## config.mk

```make
export PLATFORM = sky130hd
export DESIGN_NAME = sgd_scalar_broadcast
export DESIGN_NICKNAME = d
export VERILOG_FILES = /design/src/rtl/sgd_bcast_pkg.sv /design/src/rtl/sgd_bcast_fanout.sv /design/src/rtl/sgd_scalar_broadcast.sv
export SDC_FILE = /design/constraint.sdc
export NUM_CORES = 1
export LEC_CHECK = 0
export BUFFER_PORTS_ARGS = -buffer_cell sky130_fd_sc_hd__buf_2
export CAP_MARGIN = 10
export CORE_MARGIN = 1.5
export CORE_UTILIZATION = 56
export CTS_CLUSTER_DIAMETER = 100
export DETAILED_ROUTE_END_ITERATION = 10
export PLACE_DENSITY = 0.9
export SYNTH_ARGS = -nofsm -noshare
export SYNTH_HDL_FRONTEND = slang
export SYNTH_SLANG_ARGS = --single-unit
export TNS_END_PERCENT = 1
```

## constraint.sdc

```tcl
create_clock -name clk -period 6.64 [get_ports clk]
set_input_delay 1.66 -clock clk [delete_from_list [all_inputs] [get_ports clk]]
set_output_delay 1.66 -clock clk [all_outputs]
set_load 0.05 [all_outputs]
```

## src/rtl/sgd_bcast_pkg.sv

```systemverilog
// Shared types and helpers for the SGD scalar broadcast block.
// Rounding shift is used only when SGD_BCAST_SHIFT_EN is defined.
package sgd_bcast_pkg;

  typedef enum logic {
    IDLE,
    EMIT
  } state_t;

  localparam int CNT_W = 16;

  function automatic logic signed [31:0] round_shift(
    input logic signed [31:0] x,
    input logic [4:0]         k
  );
    logic signed [32:0] t;
    logic signed [32:0] r;
    t = $signed({x[31], x}) + (33'sd1 <<< (k - 5'd1));
    r = t >>> k;
    return (k == 5'd0) ? x : r[31:0];
  endfunction

endpackage

```

## src/rtl/sgd_bcast_fanout.sv

```systemverilog
// Registered binary fan-out tree; stage d holds 2**d copies.
// Nodes are heap-ordered: node n loads its parent (n-1)/2.
module sgd_bcast_fanout
  import sgd_bcast_pkg::*;
#(
  parameter int TREE_DEPTH = 3,
  parameter int W          = 32
) (
  input  logic                clk,
  input  logic                rst_n,
  input  logic signed [W-1:0] in_data,
  input  logic                in_valid,
  input  logic                in_last,
  input  logic                out_ready,
  output logic                en,
  output logic                any_valid,
  output logic signed [W-1:0] out_data [2**TREE_DEPTH],
  output logic                out_valid,
  output logic                out_last
);

  localparam int LANES = 2**TREE_DEPTH;
  localparam int NODES = 2*LANES - 1;

  logic signed [W-1:0] node [NODES];
  logic [TREE_DEPTH:0] vld;
  logic [TREE_DEPTH:0] lst;

  assign en        = out_ready || !vld[TREE_DEPTH];
  assign any_valid = |vld;
  assign out_valid = vld[TREE_DEPTH];
  assign out_last  = lst[TREE_DEPTH];

  always_ff @(posedge clk or negedge rst_n) begin
    if (!rst_n) begin
      for (int n = 0; n < NODES; n++) node[n] <= '0;
    end else if (en) begin
      node[0] <= in_data;
      for (int n = 1; n < NODES; n++) node[n] <= node[(n-1)/2];
    end
  end

  always_ff @(posedge clk or negedge rst_n) begin
    if (!rst_n) begin
      vld <= '0;
      lst <= '0;
    end else if (en) begin
      vld <= {vld[TREE_DEPTH-1:0], in_valid};
      lst <= {lst[TREE_DEPTH-1:0], in_last && in_valid};
    end
  end

  always_comb begin
    for (int i = 0; i < LANES; i++) out_data[i] = node[LANES-1+i];
  end

endmodule

```

## src/rtl/sgd_scalar_broadcast.sv

```systemverilog
// Broadcasts one scalar to all bank lanes, repeat_count beats per scalar.
// Define SGD_BCAST_SHIFT_EN to apply a rounding arithmetic right shift.
module sgd_scalar_broadcast
  import sgd_bcast_pkg::*;
#(
  parameter int TREE_DEPTH = 3,
  parameter int TREE_WIDTH = 2**TREE_DEPTH
) (
  input  logic               clk,
  input  logic               rst_n,
  input  logic signed [31:0] s_input,
  input  logic               s_input_valid,
  output logic               s_input_ready,
  input  logic [15:0]        repeat_count,
  input  logic [4:0]         step_shift,
  output logic signed [31:0] v_output [TREE_WIDTH],
  output logic               v_output_valid,
  output logic               v_output_last,
  input  logic               v_output_ready,
  output logic               busy
);

  state_t state, state_nxt;

  logic [CNT_W-1:0]   cnt;
  logic [CNT_W-1:0]   num;
  logic signed [31:0] hold;
  logic signed [31:0] hold_nxt;
  logic               en;
  logic               any_valid;
  logic               accept;
  logic               emit;
  logic               last_beat;

  assign accept    = s_input_valid && s_input_ready;
  assign last_beat = (cnt == num - 16'd1);

`ifdef SGD_BCAST_SHIFT_EN
  assign hold_nxt = round_shift(s_input, step_shift);
`else
  logic unused_shift;
  assign unused_shift = ^step_shift;
  assign hold_nxt     = s_input;
`endif

  always_ff @(posedge clk or negedge rst_n) begin
    if (!rst_n) state <= IDLE;
    else        state <= state_nxt;
  end

  always_comb begin
    state_nxt = state;
    unique case (1'b1)
      (state == IDLE): if (accept) state_nxt = EMIT;
      (state == EMIT): if (en && last_beat) state_nxt = IDLE;
      default:         state_nxt = IDLE;
    endcase
  end

  always_comb begin
    s_input_ready = (state == IDLE);
    emit          = (state == EMIT);
    busy          = (state != IDLE) || any_valid;
  end

  always_ff @(posedge clk or negedge rst_n) begin
    if (!rst_n) begin
      hold <= '0;
      num  <= '0;
      cnt  <= '0;
    end else if (accept) begin
      hold <= hold_nxt;
      num  <= (repeat_count == 16'd0) ? 16'd1 : repeat_count;
      cnt  <= '0;
    end else if (emit && en) begin
      cnt  <= cnt + 16'd1;
    end
  end

  sgd_bcast_fanout #(
    .TREE_DEPTH (TREE_DEPTH),
    .W          (32)
  ) u_fanout (
    .clk       (clk),
    .rst_n     (rst_n),
    .in_data   (hold),
    .in_valid  (emit),
    .in_last   (last_beat),
    .out_ready (v_output_ready),
    .en        (en),
    .any_valid (any_valid),
    .out_data  (v_output),
    .out_valid (v_output_valid),
    .out_last  (v_output_last)
  );

endmodule

```

==> impl_metrics.env <==
export IMPL_status="finished, final reports clean"
export IMPL_grt_overflow=0
export IMPL_initial_core_util_pct=56.9
export IMPL_fillers=1517
export IMPL_htree_levels=1
export IMPL_synth_cell_types=49
export IMPL_critical_path_required_ns=7.05
export IMPL_avgSynthCellArea_um2=8.48
export IMPL_synth_common_cells="nand2_1 (563), buf_4 (256), dfrtp_1 (201), clkbuf_1 (35), o21ai_0 (17)"
export IMPL_setup_viol=0
export IMPL_synth_edf_count=0
export IMPL_timing_rr_start="num[0]$_DFFE_PN0P_"
export IMPL_clk_latency_ns=0.47
export IMPL_tightest_slew_ns=1.06
export IMPL_cts_hold_buf=0
export IMPL_fp_dieH_um=138
export IMPL_synthesis_nets=1260
export IMPL_cp_num_buf_inv=2
export IMPL_clock_skew_ns=0.00588
export IMPL_finalCriticalPeriod_ns=3.20
export IMPL_grt_pass1_wl_um=30500
export IMPL_hold_violations=0
export IMPL_n_antenna_cell=0
export IMPL_place_hpwl_um=13000
export IMPL_cts_sinks=201
export IMPL_clk_pin_slew_ns=0.06
export IMPL_path_cells="buf_2 -> nor2b_4 -> buf_4 -> nand2_1 -> nand2_1"
export IMPL_area_growth_pct=4.46
export IMPL_cts_buffers=20
export IMPL_nNetsFinal=1293
export IMPL_hold_path_startpoint="u_fanout.node[425]$_DFFE_PN0N_"
export IMPL_grtUsageTotal_pct=19.9
export IMPL_gp_congestion=0.913
export IMPL_die_w_um=138
export IMPL_core_area_um2=17900
export IMPL_fin_tns_setup_ns=0
export IMPL_fmax_mhz=313
export IMPL_cp_slowest_cell="buf_4"
export IMPL_grt_max_degree=134
export IMPL_synth_top_cell_by_area="dfrtp_1"
export IMPL_rrSetupSlack_ns=4.07
export IMPL_min_to="u_fanout.node[425]$_DFFE_PN0N_"
export IMPL_port_buffers=311
export IMPL_wl_um=19500
export IMPL_slowest_delay_ns=0.89
export IMPL_max_cap_violations=0
export IMPL_synth_top_cells_by_area="dfrtp_1 (49%), nand2_1 (21%), buf_4 (19%)"
export IMPL_min_path_type="flop to flop"
export IMPL_drt_vias_per_instance=4.82
export IMPL_reg2reg_depth=8
export IMPL_tritoncts="yes"
export IMPL_seq_area_frac_synth_pct=49.4
export IMPL_synthFlopType="dfrtp_1"
export IMPL_critPathKind="input pin to flop"
export IMPL_timing_final_max_slew_violations=0
export IMPL_postCtsSetupBuffers=0
export IMPL_crit_path_end_kind="flop"
export IMPL_rsz0062_at_grt="no"
export IMPL_r2r_end="emit$_DFF_PN0_"
export IMPL_pin_count=317
export IMPL_cpLargestDelayFamily="buffers and inverters"
export IMPL_synthArstFlopShare_pct=100
export IMPL_antenna_found_initial=0
export IMPL_period_share_pct=48.1
export IMPL_first_pass_iters=6
export IMPL_synth_most_common_cell="nand2_1"
export IMPL_crit_fanout=103
export IMPL_cp_start_kind="input pin"
export IMPL_min_path_cells=2
export IMPL_wl_per_cell_um=13.2
export IMPL_grt_pass1_vias=6250
export IMPL_syn_inst=1201
export IMPL_layout_drive_gt1_share_pct=29.0
export IMPL_vias=7115
export IMPL_rows=49
export IMPL_synth_top_area_share_pct=49.4
export IMPL_crit_top_cell="nand2_1"
export IMPL_cp_startpoint="v_output_ready"
export IMPL_yosys_warnings=0
export IMPL_drc_errors=0
export IMPL_synthesis_area_um2=10200
export IMPL_drt_antenna_violating_nets=0
export IMPL_cts_root_buf="clkbuf_16"
export IMPL_slew_headroom_pct=29.0
export IMPL_die_area_um2=19000
export IMPL_synth_seq_cells=201
export IMPL_drtIter0Drc=522
export IMPL_crit_arrival_ns=3.61
export IMPL_cts_resized=0
export IMPL_max_clock_path_buffers=3
-- cells by family (layout without fill, tap and decap cells) --
family / after synthesis / after routing / synth area share [%]
and+or+nand+nor: 623 / 623 / 24.5
buffers and inverters: 311 / 356 / 21.2
DFF: 201 / 201 / 49.4
AOI/OAI and AO/OA: 41 / 41 / 2.58
xor gates and xnor gates: 16 / 16 / 1.38
muxes: 7 / 7 / 0.688
adders and majority gates: 2 / 2 / 0.246
-- through the flow --
step                utilization, %  hold slack (ns)  instances  instance area (µm²)  worst slack, ns
detailed placement            55.7            0.455       1441                 9960             2.99
global placement              55.7            0.447       1441                 9960             3.03
finish                        59.5            0.462       1475                10600             3.44
floorplan                        -            0.439       1201                10200             3.69
global route                  59.5            0.483       1475                10600             3.27
CTS                           59.5            0.469       1475                10600             3.45
-- tightest hold or removal path, stage by stage, from the launching register on --
cell     delay, ns
dfrtp_1       0.34
nand2_1       0.05
nand2_1       0.05
-- worst max-delay path by stage --
stage	to	slack, ns	cells after the start
finish	u_fanout.node[304]$_DFFE_PN0N_	3.44	5
global route	u_fanout.node[473]$_DFFE_PN0N_	3.27	5
detailed placement	u_fanout.out_data[245]$_DFFE_PN0N_	2.99	5
floorplan	cnt[13]$_DFFE_PN0P_	3.69	7
CTS	u_fanout.node[304]$_DFFE_PN0N_	3.45	5
global placement	u_fanout.node[305]$_DFFE_PN0N_	3.03	5
-- area by class of cell --
class / instances / area [µm²] / share of cell area (%)
clock buffer: 30 / 609 / 5.72
timing repair buffer: 316 / 1600 / 15.1
multi-input combinational: 689 / 3020 / 28.4
inverter: 6 / 22.5 / 0.212
clock inverter: 4 / 70.1 / 0.658
sequential: 201 / 5030 / 47.3
tap: 229 / 287 / 2.69
-- placed cells by master (no fill, tap or decap), types with 2 or more instances in the layout --
cell type	instances
nand3_1	8
clkinv_2	2
nor2b_4	2
inv_1	6
mux2i_1	7
buf_4	5
nand4_1	8
xnor2_1	6
o22ai_1	2
clkbuf_8	6
o21ai_0	17
a31oi_1	3
o41ai_1	2
nor2_1	10
buf_2	310
nor4_2	2
xor2_1	10
and3_1	3
nor3_1	5
bufinv_16	2
o21a_1	2
nand2_2	2
a21oi_1	5
ha_1	2
clkbuf_16	21
dfrtp_1	201
nor4_1	7
a211oi_1	2
nand2_1	562
clkbuf_1	4
-- registers in the layout, summed over array words and instances, names as in the netlist --
name / cells
u_fanout.vld: 4
cnt: 16
hold: 32
num: 16
u_fanout.lst: 4
emit: 1
u_fanout.node: 96
u_fanout.out_data: 32
-- metal layers --
| metal | track usage, % | wire length (µm) | vias up |
|---|---|---|---|
| met5 | 0 | 0 | - |
| met4 | 5.09 | 300 | 0 |
| met3 | 2.49 | 903 | 28 |
| met2 | 33.5 | 9740 | 211 |
| met1 | 27.5 | 8520 | 3339 |
| li1 | - | - | 3537 |
Power is left out: the tool's default activity adds up to more than one toggle a clock period on the data nets, which glitch-free logic cannot reach.
